<file path="config.mk">
export PLATFORM = sky130hd
export DESIGN_NAME = regbank_arbiter
export DESIGN_NICKNAME = d
export VERILOG_FILES = /design/src/rtl/regbank_pkg.sv /design/src/rtl/regbank_arbiter_rr_arb2.sv /design/src/rtl/regbank_arbiter.sv
export SDC_FILE = /design/constraint.sdc
export NUM_CORES = 1
export LEC_CHECK = 0
export ABC_AREA = 1
export CAP_MARGIN = 10
export CORE_MARGIN = 2
export CORE_UTILIZATION = 42
export DETAILED_ROUTE_END_ITERATION = 12
export HOLD_SLACK_MARGIN = 0.03
export PLACE_DENSITY = 0.89
export SYNTH_ARGS = -nofsm -noshare
export SYNTH_HDL_FRONTEND = slang
export SYNTH_SLANG_ARGS = --single-unit
</file>
<file path="constraint.sdc">
create_clock -name clk -period 2.55 [get_ports clk]
set_input_delay 0.255 -clock clk [delete_from_list [all_inputs] [get_ports clk]]
set_output_delay 0.255 -clock clk [all_outputs]
set_load 0.005 [all_outputs]
</file>
<file path="src/rtl/regbank_pkg.sv">
// regbank_pkg: shared types and constants for the
// register-bank arbiter slice.
package regbank_pkg;

  localparam int DEF_DATA_W = 8;
  localparam int DEF_IDX_W  = 3;

  localparam logic REQ_CORE = 1'b0;
  localparam logic REQ_DBG  = 1'b1;

  typedef enum logic [1:0] {
    IDLE = 2'd0,
    OWN0 = 2'd1,
    OWN1 = 2'd2
  } state_e;

endpackage

</file>
<file path="src/rtl/regbank_arbiter_rr_arb2.sv">
// rr_arb2: two-way round-robin picker, onehot out.
// The requester that did not win last time has priority.
module rr_arb2 (
  input  logic [1:0] req,
  input  logic       last,
  output logic [1:0] gnt
);

  assign gnt[0] = req[0] & (~req[1] | last);
  assign gnt[1] = req[1] & (~req[0] | ~last);

endmodule

</file>
<file path="src/rtl/regbank_arbiter.sv">
// regbank_arbiter: shares one register bank between the
// core (req0) and the debug unit (req1), with bank lock.
module regbank_arbiter
  import regbank_pkg::*;
#(
  parameter int DATA_W   = DEF_DATA_W,
  parameter int IDX_W    = DEF_IDX_W,
  parameter int LOCK_MAX = 8
) (
  input  logic              clk,
  input  logic              rst_n,
  input  logic              req0,
  input  logic              req1,
  input  logic              lock0,
  input  logic              lock1,
  input  logic              rw0,
  input  logic              rw1,
  input  logic [IDX_W-1:0]  ri_a0,
  input  logic [IDX_W-1:0]  ri_b0,
  input  logic [IDX_W-1:0]  ri_d0,
  input  logic [IDX_W-1:0]  ri_a1,
  input  logic [IDX_W-1:0]  ri_b1,
  input  logic [IDX_W-1:0]  ri_d1,
  input  logic [DATA_W-1:0] d0,
  input  logic [DATA_W-1:0] d1,
  output logic              gnt0,
  output logic              gnt1,
  output logic              rvalid0,
  output logic              rvalid1,
  output logic [DATA_W-1:0] a0,
  output logic [DATA_W-1:0] b0,
  output logic [DATA_W-1:0] a1,
  output logic [DATA_W-1:0] b1,
  output logic [IDX_W-1:0]  bank_ri_a,
  output logic [IDX_W-1:0]  bank_ri_b,
  output logic [IDX_W-1:0]  bank_ri_d,
  output logic              bank_rw,
  output logic [DATA_W-1:0] bank_d,
  input  logic [DATA_W-1:0] bank_a,
  input  logic [DATA_W-1:0] bank_b
);

  localparam int CNT_W = $clog2(LOCK_MAX + 1);

  state_e             r_state;
  state_e             w_state_nxt;
  logic               r_last;
  logic               w_last_nxt;
  logic [CNT_W-1:0]   r_cnt;
  logic [CNT_W-1:0]   w_cnt_nxt;
  logic [CNT_W-1:0]   w_cnt_inc;
  logic               w_same;

  logic [1:0]         w_arb_req;
  logic [1:0]         w_pick;
  logic               w_any;
  logic               w_win;

  logic               w_lock;
  logic               w_rw;
  logic [IDX_W-1:0]   w_ri_a;
  logic [IDX_W-1:0]   w_ri_b;
  logic [IDX_W-1:0]   w_ri_d;
  logic [DATA_W-1:0]  w_d;

  logic               r_rv0;
  logic               r_rv1;
  logic [DATA_W-1:0]  r_a0;
  logic [DATA_W-1:0]  r_b0;
  logic [DATA_W-1:0]  r_a1;
  logic [DATA_W-1:0]  r_b1;

  // a live owner hides the other requester from the picker
  always_comb begin
    w_arb_req = {req1, req0};
    if (r_state == OWN0 && req0) w_arb_req = 2'b01;
    if (r_state == OWN1 && req1) w_arb_req = 2'b10;
  end

  rr_arb2 u_arb (
    .req  (w_arb_req),
    .last (r_last),
    .gnt  (w_pick)
  );

  assign w_any = |w_pick;
  assign w_win = w_pick[1];

  // route the winner's fields toward the bank
  always_comb begin
    w_lock = 1'b0;
    w_rw   = 1'b0;
    w_ri_a = '0;
    w_ri_b = '0;
    w_ri_d = '0;
    w_d    = '0;
    unique case (1'b1)
      w_pick[0]: begin
        w_lock = lock0;
        w_rw   = rw0;
        w_ri_a = ri_a0;
        w_ri_b = ri_b0;
        w_ri_d = ri_d0;
        w_d    = d0;
      end
      w_pick[1]: begin
        w_lock = lock1;
        w_rw   = rw1;
        w_ri_a = ri_a1;
        w_ri_b = ri_b1;
        w_ri_d = ri_d1;
        w_d    = d1;
      end
      default: ;
    endcase
  end

  // lock count restarts when ownership changes hands
  always_comb begin
    w_same = (r_state == OWN0 && w_pick[0])
          || (r_state == OWN1 && w_pick[1]);
    w_cnt_inc = w_same ? r_cnt + 1'b1 : CNT_W'(1);
  end

  // next ownership, lock count and round-robin history
  always_comb begin
    w_state_nxt = IDLE;
    w_cnt_nxt   = '0;
    w_last_nxt  = r_last;
    if (w_any) begin
      w_last_nxt = w_win;
      if (w_lock && w_cnt_inc != CNT_W'(LOCK_MAX)) begin
        w_state_nxt = (w_win == REQ_DBG) ? OWN1 : OWN0;
        w_cnt_nxt   = w_cnt_inc;
      end
    end
  end

  // arbitration state registers
  always_ff @(posedge clk or negedge rst_n) begin
    if (!rst_n) begin
      r_state <= IDLE;
      r_last  <= REQ_DBG;
      r_cnt   <= '0;
    end else begin
      r_state <= w_state_nxt;
      r_last  <= w_last_nxt;
      r_cnt   <= w_cnt_nxt;
    end
  end

  // capture read data for the granted reader
  always_ff @(posedge clk or negedge rst_n) begin
    if (!rst_n) begin
      r_rv0 <= 1'b0;
      r_rv1 <= 1'b0;
      r_a0  <= '0;
      r_b0  <= '0;
      r_a1  <= '0;
      r_b1  <= '0;
    end else begin
      r_rv0 <= w_pick[0] & ~w_rw;
      r_rv1 <= w_pick[1] & ~w_rw;
      if (w_pick[0] && !w_rw) begin
        r_a0 <= bank_a;
        r_b0 <= bank_b;
      end
      if (w_pick[1] && !w_rw) begin
        r_a1 <= bank_a;
        r_b1 <= bank_b;
      end
    end
  end

  assign gnt0      = rst_n & w_pick[0];
  assign gnt1      = rst_n & w_pick[1];
  assign bank_rw   = rst_n & w_any & w_rw;
  assign bank_ri_a = rst_n ? w_ri_a : '0;
  assign bank_ri_b = rst_n ? w_ri_b : '0;
  assign bank_ri_d = rst_n ? w_ri_d : '0;
  assign bank_d    = rst_n ? w_d : '0;

  assign rvalid0 = r_rv0;
  assign rvalid1 = r_rv1;
  assign a0      = r_a0;
  assign b0      = r_b0;
  assign a1      = r_a1;
  assign b1      = r_b1;

endmodule
</file>
==> flow_summary.ini <==
[outcome]
status = complete, no violations

[critical_path]
crit_arrival_ns = 2.18
cp_cell_sequence = clkdlybuf4s50_1 -> nand3_2 -> nand3_2 -> nand2_1 -> inv_4 -> nand2_1 -> a21oi_1 -> clkdlybuf4s50_1
r2r_cells = 8
required_ns = 2.30
critPathKind = input pin to output pin
r2r_slack_ns = 0.75
crit_cells = 8
r2r-end = a0[3]
cp-start-kind = input pin
timing.rr.start = r_last
crit_buf_inv = 3
crit_path_top_delay_cell = clkdlybuf4s50_1
crit_family = buffers and inverters
endpoint_kind = output pin
critPathMaxFanout = 18
crit_path_max_incr_delay_ns = 0.56

[grt]
grt_max_degree = 42
grt_first_pass_wirelength_mm = 9.749
grt_pass1_vias = 2199
antenna_found_initial = 0
grt_usage_pct = 23.20
grt_overflow = 0

[clock_network]
htreeDepth = 2
clkLatencyLatePin_ns = 0.29
cts_buffers = 5
root_buffer = clkbuf_8
cts_tree = done
cts_sinks = 41
cts_hold_buf = 0
path_clk_slew_ns = 0.08
clockBufferDepth = 2

[placed_design]
place_hpwl_mm = 4.492
dpl_cell_area_mm2 = 0.003212
dp_worst_setup_slack_ns = 0.01004
globalplace.congestion = 0.8455
port_buffers = 111

[detailed_routing]
drtAntennaViolNets = 0
dr_total_vias = 2222
wire_per_inst_um = 14.04
drtPass1Iterations = 4
vias_per_cell = 5.132
post-route-drc-count = 0
drt_iter0_markers = 208
wirelength_mm = 6.079

[timing]
period_minus_slack_ns = 2.439
hold_viol_final = 0
period_share_pct = 95.66
rsz0062_at_grt = false
fmaxAchievable_mhz = 410.0
setup_ws_ns = 0.1108
maxSlewHeadroom_pct = 61.90
clock_skew_ns = 0.006873
final_max_slew_viol_count = 0
worstMarginPinSlew_ns = 0.5680
fin_hold_ws_ns = 0.08110
setup_viol = 0
setup_tns_ns = 0

[yosys]
ys_top_cells_by_area = dfrtp_1 48%, nand2_1 20%, nand4_1 9.7%, a21oi_1 4.4%, nand3_2 2.9%
synth_seq_area_share_pct = 49.67
synth-warning-count = 0
yosys.area.top_type_share_pct = 48.40
synth_top_area_cell = dfrtp_1
synthCells = 255
syn-num-nets = 314
syn-cell-area_mm2 = 0.002068
syn_area_per_cell_um2 = 8.111
synth.ff_latch_count = 41
ys_types = 24

[floorplan]
core-area_mm2 = 0.004723
fp-row-count = 25
die_h_um = 74.18
die_area_mm2 = 0.005502
ios = 112
initial_core_util_pct = 43.79
die_w_um = 74.18

[finish]
diodes = 0
areaGrowthSynthToFinish_pct = 59.71
multi_input_area_um2 = 904.6
layout-drive-gt1-share_pct = 7.923
finish.net_count = 424
fin_area_mm2 = 0.003303
final_common_cell = clkdlybuf4s50_1
seqCellArea_mm2 = 0.001027
mostFrequentLayoutCells = 110 x clkdlybuf4s50_1, 109 x nand2_1, 40 x dfrtp_1, 32 x nand4_1, 18 x a21oi_1
n_fill_cell = 393

[power]
ir_drop_uv = 204.2
p_leak_nw = 1.519
cellPowerDensity_mw_per_mm2 = 587.9

[job]
cap_violations = 0

[min_path]
hp-class = input pin to asynchronous set/reset pin
final cells by class:
class / count / area share, %
Multi-Input combinational cell: 187 / 27.39
Clock inverter: 3 / 0.5303
Tap cell: 67 / 2.538
Timing Repair Buffer: 116 / 34.62
Sequential cell: 41 / 31.10
Inverter: 14 / 1.742
Clock buffer: 5 / 2.083
cell usage after synthesis (all sizes together):
cell type and instances:
ha 1, or2 1, nand3 11, inv 11
nand4 32, clkbuf 3, nand2b 1, clkinv 3
dfrtp 40, xor2 1, o21ai 1, buf 10
a21boi 1, dfstp 1, nand2 110, xnor2 1
nor2 9, a21oi 18
worst max path at each step:
stage	start	end	slack, ns
after floorplan	r_last	bank_d[3]	1.10
after global placement	req1	bank_ri_d[0]	0.06
after detailed placement	req1	bank_ri_d[0]	0.01
after CTS	req1	bank_ri_d[0]	0.005
after global routing	req0	bank_ri_d[0]	0.002
final	req0	bank_ri_d[0]	0.11
layer usage:
layer,GRT usage [%],vias to the layer above,share of wire [%]
met1,26.64,1012,39
met3,6.775,8,11
li1,-,1064,-
met4,7.677,0,1.2
met2,41.37,138,49
met5,0,-,0
worst register-to-register path: stages (launching register included):
cell and delay (ns):
dfstp_2 0.55, inv_1 0.06, nand3_2 0.10, nand2_1 0.11, inv_4 0.17, buf_4 0.28
nand3_4 0.24, nand2_1 0.14, nand2_1 0.05
report_power, final:
| part | total, mW | internal [mW] | switching, mW | leakage, nW |
|---|---|---|---|---|
| logic | 0.677 | 0.398 | 0.279 | 0.959 |
| registers | 0.854 | 0.779 | 0.0748 | 0.517 |
| clock network | 0.412 | 0.189 | 0.223 | 0.0439 |
| total | 1.94 | 1.37 | 0.577 | 1.52 |
cells by family after synthesis:
logic type                 Yosys count  share of synthesized area [%]
xor gates and xnor gates             2                         0.8471
DFF                                 41                          49.67
buffers and inverters               27                          6.594
and+or+nand+nor                    164                          37.33
adders and majority gates            1                         0.6049
AOI/OAI and AO/OA                   20                          4.961
flip-flops by register name, summed over array words and instances, names as in the netlist:
register / flops
b1: 8
r_state: 2
b0: 8
rvalid1: 1
rvalid0: 1
r_last: 1
a1: 8
r_cnt: 4
a0: 8
timing repair:
item,CTS,global route
setup buffers,0,0
resized for setup,0,4
endpoints found under the setup margin,0,8
through the flow:
step           total power [mW]  util (%)  instances
6_report                  1.942     69.93        433
5_1_grt                   2.066     69.93        433
4_1_cts                   1.955     69.83        433
3_5_place_dp              1.543     68.00        425
3_3_place_gp              1.523     68.00        425
2_1_floorplan             1.093         -        255
(Power assumes the default switching activity.)
